File: config.mk
export PLATFORM = sky130hd
export DESIGN_NAME = score_tally
export DESIGN_NICKNAME = d
export VERILOG_FILES = /design/src/rtl/score_pkg.sv /design/src/rtl/bcd_add_sat.sv /design/src/rtl/score_tally.sv
export SDC_FILE = /design/constraint.sdc
export NUM_CORES = 1
export LEC_CHECK = 0
export CORE_MARGIN = 3
export CORE_UTILIZATION = 45
export CTS_CLUSTER_SIZE = 25
export DETAILED_ROUTE_END_ITERATION = 10
export PLACE_DENSITY = 0.67
export SLEW_MARGIN = 20
export SYNTH_ARGS = -nofsm -noshare
export SYNTH_HDL_FRONTEND = slang
export SYNTH_HIERARCHICAL = 1
export SYNTH_SLANG_ARGS = --single-unit
File: constraint.sdc
create_clock -name clk -period 9.9 [get_ports clk]
set_input_delay 1.485 -clock clk [delete_from_list [all_inputs] [get_ports clk]]
set_output_delay 1.485 -clock clk [all_outputs]
set_load 0.05 [all_outputs]
File: src/rtl/score_pkg.sv
`default_nettype none
// ============================================================================
//  Module      : score_pkg
//  Description : Shared constants for the score tally block: judge-code
//                values, FSM state encodings, BCD score ceiling and a small
//                binary-to-2-digit-BCD helper.
//  Revision    : 1.0  initial release
// ============================================================================
package score_pkg;

    // Judge score codes as produced by the button judge
    localparam logic [1:0] CODE_NONE    = 2'b00;
    localparam logic [1:0] CODE_EARLY   = 2'b01;
    localparam logic [1:0] CODE_LATE    = 2'b10;
    localparam logic [1:0] CODE_PERFECT = 2'b11;

    // Game window FSM encodings
    localparam logic [1:0] ST_IDLE = 2'd0;
    localparam logic [1:0] ST_PLAY = 2'd1;
    localparam logic [1:0] ST_DONE = 2'd2;

    localparam logic [15:0] BCD_MAX_SCORE = 16'h9999;

    // Binary (0..99) to two BCD digits. Input above 99 never occurs because
    // the combo counter saturates at 99.
    function automatic logic [7:0] bin_to_bcd2(input logic [6:0] v);
        logic [3:0] tens;
        logic [3:0] ones;
        tens = 4'd0;
        for (int t = 1; t < 10; t++) begin
            if (v >= 7'(t * 10)) begin
                tens = 4'(t);
            end
        end
        ones = 4'(v - 7'(int'(tens) * 10));
        return {tens, ones};
    endfunction

endpackage
`default_nettype wire

File: src/rtl/bcd_add_sat.sv
`default_nettype none
// ============================================================================
//  Module      : bcd_add_sat
//  Description : Combinational 4-digit BCD adder with a 0..9 binary addend.
//                Digits ripple a decimal carry; a carry out of the top digit
//                saturates the result to 9999.
//  Ports       : i_bcd    [15:0] current BCD value (valid BCD digits)
//                i_addend [3:0]  binary addend, 0..9
//                o_sum    [15:0] saturated BCD sum
//  Revision    : 1.0  initial release
// ============================================================================
module bcd_add_sat
    import score_pkg::*;
(
    input  logic [15:0] i_bcd,
    input  logic [3:0]  i_addend,
    output logic [15:0] o_sum
);

    always_comb begin
        logic [4:0]  w_digit_sum;
        logic        w_carry;
        logic [15:0] w_raw;
        w_carry     = 1'b0;
        w_raw       = 16'h0000;
        w_digit_sum = 5'd0;
        for (int d = 0; d < 4; d++) begin
            // Only the least significant digit receives the addend; higher
            // digits only see the ripple carry.
            if (d == 0) begin
                w_digit_sum = {1'b0, i_bcd[3:0]} + {1'b0, i_addend};
            end else begin
                w_digit_sum = {1'b0, i_bcd[4*d +: 4]} + {4'd0, w_carry};
            end
            if (w_digit_sum > 5'd9) begin
                w_raw[4*d +: 4] = 4'(w_digit_sum - 5'd10);
                w_carry         = 1'b1;
            end else begin
                w_raw[4*d +: 4] = w_digit_sum[3:0];
                w_carry         = 1'b0;
            end
        end
        o_sum = w_carry ? BCD_MAX_SCORE : w_raw;
    end

endmodule
`default_nettype wire

File: src/rtl/score_tally.sv
`default_nettype none
// ============================================================================
//  Module      : score_tally
//  Description : Accumulates judge results into a BCD score, current combo
//                and best combo, gated by an IDLE/PLAY/DONE game window.
//  Ports       : clk, rst                synchronous active-high reset
//                game_start, game_end    one-cycle control pulses
//                judge_valid, judge_code judge result strobe and 2-bit code
//                note_miss               unpressed-note strobe (combo break)
//                score_bcd [15:0]        4-digit BCD score, saturates 9999
//                combo_bcd [7:0]         2-digit BCD combo, saturates 99
//                max_combo_bcd [7:0]     best combo in this game
//                hit_flash               one-cycle pulse per scoring hit
//                playing                 high while in PLAY
//  Revision    : 1.0  initial release
// ============================================================================
module score_tally
    import score_pkg::*;
#(
    parameter int unsigned PTS_PERFECT    = 3,
    parameter int unsigned PTS_LATE       = 1,
    parameter int unsigned PTS_EARLY      = 1,
    parameter int unsigned COMBO_BONUS_TH = 10
) (
    input  logic        clk,
    input  logic        rst,
    input  logic        game_start,
    input  logic        game_end,
    input  logic        judge_valid,
    input  logic [1:0]  judge_code,
    input  logic        note_miss,
    output logic [15:0] score_bcd,
    output logic [7:0]  combo_bcd,
    output logic [7:0]  max_combo_bcd,
    output logic        hit_flash,
    output logic        playing
);

    // Perfect plus bonus must stay within the adder's 0..9 addend range.
    localparam logic [3:0] c_pts_perfect = 4'(PTS_PERFECT);
    localparam logic [3:0] c_pts_late    = 4'(PTS_LATE);
    localparam logic [3:0] c_pts_early   = 4'(PTS_EARLY);
    localparam logic [6:0] c_bonus_th    = 7'(COMBO_BONUS_TH);
    localparam logic [6:0] c_combo_max   = 7'd99;

    logic [1:0]  r_state;
    logic [15:0] r_score;
    logic [6:0]  r_combo;
    logic [6:0]  r_max_combo;
    logic [7:0]  r_combo_bcd;
    logic [7:0]  r_max_bcd;
    logic        r_hit_flash;

    logic        w_in_play;
    logic        w_event_ok;
    logic        w_hit;
    logic        w_break;
    logic [3:0]  w_pts;
    logic [15:0] w_score_sum;
    logic [6:0]  w_combo_next;
    logic [6:0]  w_max_next;

    assign w_in_play  = (r_state == ST_PLAY);
    // game_start clears the tallies and discards any event in that cycle.
    assign w_event_ok = w_in_play && !game_start;
    assign w_hit      = w_event_ok && judge_valid && (judge_code != CODE_NONE);
    // judge_valid takes priority over a coincident note_miss.
    assign w_break    = w_event_ok &&
                        ((judge_valid && (judge_code == CODE_NONE)) ||
                         (!judge_valid && note_miss));

    always_comb begin
        w_pts = 4'd0;
        case (judge_code)
            CODE_PERFECT: w_pts = c_pts_perfect +
                                  ((r_combo >= c_bonus_th) ? 4'd1 : 4'd0);
            CODE_LATE:    w_pts = c_pts_late;
            CODE_EARLY:   w_pts = c_pts_early;
            default:      w_pts = 4'd0;
        endcase
    end

    bcd_add_sat u_bcd_add_sat (
        .i_bcd    (r_score),
        .i_addend (w_pts),
        .o_sum    (w_score_sum)
    );

    always_comb begin
        w_combo_next = r_combo;
        if (w_hit) begin
            w_combo_next = (r_combo == c_combo_max) ? c_combo_max : r_combo + 7'd1;
        end else if (w_break) begin
            w_combo_next = 7'd0;
        end
        w_max_next = (w_combo_next > r_max_combo) ? w_combo_next : r_max_combo;
    end

    always_ff @(posedge clk) begin
        if (rst) begin
            r_state     <= ST_IDLE;
            r_score     <= 16'h0000;
            r_combo     <= 7'd0;
            r_max_combo <= 7'd0;
            r_combo_bcd <= 8'h00;
            r_max_bcd   <= 8'h00;
            r_hit_flash <= 1'b0;
        end else if (game_start) begin
            r_state     <= ST_PLAY;
            r_score     <= 16'h0000;
            r_combo     <= 7'd0;
            r_max_combo <= 7'd0;
            r_combo_bcd <= 8'h00;
            r_max_bcd   <= 8'h00;
            r_hit_flash <= 1'b0;
        end else begin
            r_hit_flash <= w_hit;
            if (w_in_play) begin
                if (w_hit) begin
                    r_score <= w_score_sum;
                end
                r_combo     <= w_combo_next;
                r_max_combo <= w_max_next;
                r_combo_bcd <= bin_to_bcd2(w_combo_next);
                r_max_bcd   <= bin_to_bcd2(w_max_next);
                // An event coincident with game_end is still counted above.
                if (game_end) begin
                    r_state <= ST_DONE;
                end
            end
        end
    end

    assign score_bcd     = r_score;
    assign combo_bcd     = r_combo_bcd;
    assign max_combo_bcd = r_max_bcd;
    assign hit_flash     = r_hit_flash;
    assign playing       = w_in_play;

endmodule
`default_nettype wire

# ---- Yosys cells after proc, flatten, opt, wreduce, memory -nomap -nowiden
# Index checks and enable logic that the tools add are counted.
# Widths: inputs -> output; s select.
dict set report classes {
  order_cmp 24
  n_addsub 12
  mux 42
  multipliers 2
  n_reduce_logical 18
  eq_ne 5
}
# operator count
set op_table {}
lappend op_table {{$mux 4} 26}
lappend op_table {{$ge 7x6->1 const B} 6}
lappend op_table {{$ge 7x7->1 const B} 6}
lappend op_table {{$ge 7x5->1 const B} 4}
lappend op_table {{$mux 7} 4}
lappend op_table {{$ge 7x4->1 const B} 3}
lappend op_table {{$gt 5x4->1 const B} 4}
lappend op_table {{$mux 16} 1}
lappend op_table {{$sub 4x4->4 const B} 4}
lappend op_table {{$add 4x1->5} 3}
lappend op_table {{$mux 1} 10}
lappend op_table {{$mul 4x3->3 const B} 2}
lappend op_table {{$sub 4x4->4} 2}
lappend op_table {{$add 7x1->7 const B} 1}
lappend op_table {{$eq 7x7->1 const B} 1}
lappend op_table {{$gt 7x7->1} 1}
lappend op_table {{$logic_and 1x1->1} 6}
lappend op_table {{$pmux 3 s2} 1}
lappend op_table {{$reduce_and 2->1} 3}
lappend op_table {{$reduce_bool 2->1} 3}
lappend op_table {{$add 4x3->5} 1}
lappend op_table {{$eq 2x1->1 const B} 2}
lappend op_table {{$eq 2x2->1 const B} 2}
lappend op_table {{$reduce_or 2->1} 2}
lappend op_table {{other kinds (4)} 5}
dict set report word_totals {
  input_bits 8
  reg_bits 49
  output_inout_bits 34
  wordCells 111
}

# ---- Longest topological paths before layout
dict set report depth {
  word_depth 23
  depth_mapped 30
  mapped_depth_nobuf 30
}

# ---- Cells and area by module
# Netlist, hierarchy kept.
# mod cells_each seq_area_each_um2 area_each_um2 n_inst
set by_module_without_submodules {}
lappend by_module_without_submodules {score_tally 347 940.9 2831.5 1}
lappend by_module_without_submodules {bcd_add_sat 125 0.0 854.6 1}

# ---- Worst setup path before layout
# Ideal clock, no wire load.
dict set report synth_timing {
  kind {input port to flip-flop}
  startpoint {in judge_code[0]}
  endpoint {reg r_score[7], in the netlist score_bcd[7]}
  t_arrival_ns 6.723
  stages 29
  setup_ns 0.132
  required_time_ns 9.768
  n_path_buf 0
  setup_slack_ns 3.045
  cell_sequence {inv_1 -> ha_1 -> inv_1 -> and3_1 -> a21o_1 -> ha_1 -> inv_1 -> fa_1 -> xor2_1 -> and2_1 -> o21bai_1 -> ha_1 -> ha_1 -> mux2_2 -> nor2_1 -> nor2_1 -> ha_1 -> ha_1 -> or2_2 -> a21oi_1 -> nor3_1 -> ha_1 -> ha_1 -> or2_2 -> a21oi_1 -> nor2_1 -> a311o_1 -> nand2_1 -> a21oi_1}
}
dict set report synth_via {
  elab_chain_len 16
  elab_cells_between_ends 23
  cone_classes {5 x add/sub; 4 x order compare; 3 x eq/ne; 7 x mux; 4 x reduce/logical}
}
# item line
set synth_lines {}
lappend synth_lines {{from (decl)} score_tally.sv:30} ;# input logic [1:0] judge_code,
lappend synth_lines {{$eq 2x1->1 / $eq 2x2->1 (equally long branches)} score_tally.sv:74} ;# case (judge_code)
lappend synth_lines {{$reduce_or 2->1 (no source line)} -}
lappend synth_lines {{$pmux 3 s2 (*)} score_tally.sv:74}
lappend synth_lines {{named net w_pts[1]} score_tally.sv:58} ;# logic [3:0] w_pts;
lappend synth_lines {{$add 4x3->5 (*)} bcd_add_sat.sv:31} ;# w_digit_sum = {1'b0, i_bcd[3:0]} + {1'b0, i_addend};
lappend synth_lines {{$gt 5x4->1 (*)} bcd_add_sat.sv:35} ;# if (w_digit_sum > 5'd9) begin
lappend synth_lines {{$mux 1 (*)} bcd_add_sat.sv:35}
lappend synth_lines {{$add 4x1->5 (*)} bcd_add_sat.sv:33} ;# w_digit_sum = {1'b0, i_bcd[4*d +: 4]} + {4'd0, w_carry};
lappend synth_lines {{[2 not listed]} -}
lappend synth_lines {{$add 4x1->5} bcd_add_sat.sv:33}
lappend synth_lines {{$gt 5x4->1} bcd_add_sat.sv:35}
lappend synth_lines {{$mux 1} bcd_add_sat.sv:35}
lappend synth_lines {{$add 4x1->5} bcd_add_sat.sv:33}
lappend synth_lines {{$gt 5x4->1} bcd_add_sat.sv:35}
lappend synth_lines {{$mux 1} bcd_add_sat.sv:35}
lappend synth_lines {{$mux 16 (*)} bcd_add_sat.sv:43} ;# o_sum = w_carry ? BCD_MAX_SCORE : w_raw;
lappend synth_lines {{named net w_score_sum[7]} score_tally.sv:59} ;# logic [15:0] w_score_sum;
lappend synth_lines {{to (signal assigned)} score_tally.sv:120} ;# r_score <= w_score_sum;
lappend synth_lines {{to (decl)} score_tally.sv:47} ;# logic [15:0] r_score;
# The timed path passes the listed nets; every way through them passes the cells marked *.
# A chain may end at the register's enable or synchronous reset.

# ---- Worst setup path in the final report
dict set report layout_timing {
  startpoint {in judge_code[0]}
  endpoint {reg r_score[11], in the netlist score_bcd[11]}
}
dict set report layout_via {
  elab_chain_len 16
  elab_cells_between_ends 23
  cone_classes {5 x add/sub; 4 x order compare; 3 x eq/ne; 7 x mux; 4 x reduce/logical}
}
# item line
set layout_lines {}
lappend layout_lines {{$eq 2x1->1 / $eq 2x2->1 (equally long branches)} score_tally.sv:74}
lappend layout_lines {{$reduce_or 2->1 (no source line)} -}
lappend layout_lines {{$pmux 3 s2 (*)} score_tally.sv:74}
lappend layout_lines {{named net w_pts[1]} score_tally.sv:58}
lappend layout_lines {{$add 4x3->5 (*)} bcd_add_sat.sv:31}
lappend layout_lines {{$gt 5x4->1 (*)} bcd_add_sat.sv:35}
lappend layout_lines {{$mux 1 (*)} bcd_add_sat.sv:35}
lappend layout_lines {{$add 4x1->5 (*)} bcd_add_sat.sv:33}
lappend layout_lines {{[2 not listed]} -}
lappend layout_lines {{$add 4x1->5 (*)} bcd_add_sat.sv:33}
lappend layout_lines {{$gt 5x4->1} bcd_add_sat.sv:35}
lappend layout_lines {{$mux 1} bcd_add_sat.sv:35}
lappend layout_lines {{$add 4x1->5} bcd_add_sat.sv:33}
lappend layout_lines {{$gt 5x4->1} bcd_add_sat.sv:35}
lappend layout_lines {{$mux 1} bcd_add_sat.sv:35}
lappend layout_lines {{$mux 16 (*)} bcd_add_sat.sv:43}
lappend layout_lines {{named net w_score_sum[11]} score_tally.sv:59}
# Marked as above.

==> qor.yml <==
outcome: "finished clean"
synth_top_area_frac: 0.2553
dr.pass1.iters: 4
tns_ns: 0
critPathCaptureType: "flop"
grt_overflow_total: 0
synth-seq-cells: 47
cts_resized: 0
dieArea_sq_mm: 0.009313
syn_inst: 472
power.total_uw: 365.2
hp-class: "flop to flop"
row_count: 32
yosysUniqueCellTypes: 75
fin_crit_ns: 7.641
drc: 0
antenna_found_initial: 0
core_sq_mm: 0.007848
fin_nets: 535
ys_top_cells_by_area: "dfxtp_1, ha_1, a21oi_1"
antenna_left: 0
cts.htree.levels: 2
gp_congestion: 0.8106
clk_pin_slew_ns: 0.09
antenna_cells: 0
grt_pass1_wl_um: 14750
post_cts.repair.setup_buffers: 0
viasPerCell: 5.670
cp_slowest_cell: "nor2_1"
cts_tree: "done"
synth_ff_type: "dfxtp_1"
totalWireLength_um: 8828
maxSlewHeadroom: 0.4260
slowest_delay_ns: 0.53
async_flop_share: 0
ys_seq_area_frac: 0.2553
fmax_mhz: 130.9
r2r_cells: 30
fin_crit_sh: 0.7718
peakVddDrop_uv: 52.04
grt_usage: 0.2000
power_leakage_nw: 1.560
root_buffer: "clkbuf_8"
post_route_cells_drive_above_1_share: 0.07430
power_density_mw_per_mm2: 86.85
r2r-start: "r_combo[0]"
cp_data_arrival_time_ns: 7.88
hp-start: "max_combo_bcd[7]"
ff2ff_setup_slack_ns: 2.80
grt_max_degree: 42
holdPathEnd: "max_combo_bcd[7]"
cts_buffers: 5
die_width_um: 96.51
start_util: 0.4697
syn_nets: 510
syn_area_per_cell_sq_um: 7.809
hold_viol_final: 0
r2r_end: "score_bcd[11]"
startpoint_type: "input pin"
postCtsHoldBufs: 0
synth_edf_count: 0
insertion_delay_ns: 0.31
setup_violations: 0
cap_violations: 0
path_max_fanout: 8
cp.required_ns: 10.14
worst_pin_slew_ns: 0.8609
cts.sinks: 47
synth.cell_area_sq_mm: 0.003686
synth-warning-count: 6
rsz0062_at_grt: "false"
cts_buffer_depth: 2
hold_path_depth: 2
drtIter0Drc: 122
dr_total_vias: 3402
fin_skew_ns: 0.006081
drv_slew: 0
criticalPathCategory: "input pin to flop"
post-route-util: 0.5359
cpMostUsedCell: "ha_1"
die_h_um: 96.51
syn_to_final_growth_pct: 14.09
post_drt_wl_per_cell_um: 14.71
boundaryPins: 42
portBuffers: 41
synth_top_cell_by_area: "dfxtp_1"
grt_pass1_vias: 3247
dp_hpwl_um: 6515
## flip-flops by register name, indices dropped and copies added (netlist names)
register / flops
combo_bcd: 7
r_state: 2
r_combo: 7
score_bcd: 16
hit_flash: 1
r_max_combo: 7
max_combo_bcd: 7
## power breakdown
group | switching [mW] | internal, mW
Sequential | 0.00170 | 0.191
Combinational | 0.0357 | 0.0214
Clock | 0.0670 | 0.0485
## cell type report
cell class                 instances  area, sq um
fill                             773         3642
multi-input combinational        376         2542
sequential                        47        940.9
timing repair buffer              41        410.4
tap                              102        127.6
inverter                          26        100.1
clock buffer                       5        68.82
clock inverter                     3        15.01
## kinds of logic (layout without fill, tap and decap cells)
logic type / Yosys count / count (layout) / synth area share
AND/OR/NAND/NOR: 191 / 191 / 0.2573
AO/OA/AOI/OAI: 130 / 130 / 0.2495
buffers and inverters: 49 / 75 / 0.05940
flip-flops: 47 / 47 / 0.2553
adder cells (fa/ha/maj): 31 / 31 / 0.1107
multiplexers: 13 / 13 / 0.04311
XOR/XNOR: 10 / 10 / 0.02376
other: 1 / 1 / 0.001017
## metrics by stage
step / worst slack [ns] / std cells / hold WS (ns) / instance area (sq um)
6_report: 2.259 / 600 / 0.4688 / 4205
5_1_grt: 1.667 / 600 / 0.4827 / 4205
4_1_cts: 2.281 / 600 / 0.4695 / 4198
3_5_place_dp: 1.972 / 592 / 0.4566 / 4114
3_3_place_gp: 2.122 / 592 / 0.4471 / 4111
2_1_floorplan: 3.045 / 472 / 0.4901 / 3686
## worst max-delay path by stage
stage | startpoint | to | slack (ns) | cells after the start
final | judge_code[0] | score_bcd[11] | 2.26 | 30
after CTS | judge_code[0] | score_bcd[11] | 2.28 | 30
after floorplan | judge_code[0] | score_bcd[7] | 3.04 | 29
after global routing | judge_code[1] | score_bcd[7] | 1.67 | 30
after detailed placement | judge_code[0] | score_bcd[11] | 1.97 | 30
after global placement | judge_code[0] | score_bcd[11] | 2.12 | 30
## critical path, delay by kind of cell
family                   cells  cell delay (ns)
buffers and inverters        4             0.66
adder cells (fa/ha/maj)      9             2.45
AO/OA/AOI/OAI                6             0.87
multiplexers                 1             0.31
XOR/XNOR                     1             0.43
AND/OR/NAND/NOR              9             1.68
## synthesized netlist by cell type, drive strengths merged, types with 7 or more instances
cell and instances:
nor3b 7, nor3 17, nor2 45, nand3 14, nand2 56, buf 10, dfxtp 47, clkbuf 13
o211ai 9, a21oi 50, and2 10, mux2i 10, nand2b 11, a211oi 14, ha 27, o21ai 10
inv 26, xnor2 8
## layout by cell type, fill, tap and decap left out, types with 5 or more instances in the layout
cell type,n
a211oi_1,14
a21oi_1,47
a31oi_1,5
and2_1,10
and3_1,5
clkbuf_8,5
clkdlybuf4s50_1,41
dfxtp_1,47
ha_1,27
inv_1,23
mux2i_1,8
nand2_1,56
nand2b_1,11
nand3_1,13
nor2_1,44
nor3_1,16
nor3b_1,6
o211ai_1,9
o21ai_0,8
or2_2,6
xnor2_1,8
## per-layer routing
metal  part of all wire  vias to the layer above  track usage
li1                   -                     1746            -
met1               0.46                     1596       0.2480
met2               0.49                       45       0.3523
met3              0.031                       15      0.04183
met4              0.017                        0      0.05023
met5                  0                        -            0
No activity file was read; power rests on OpenSTA's default activity.
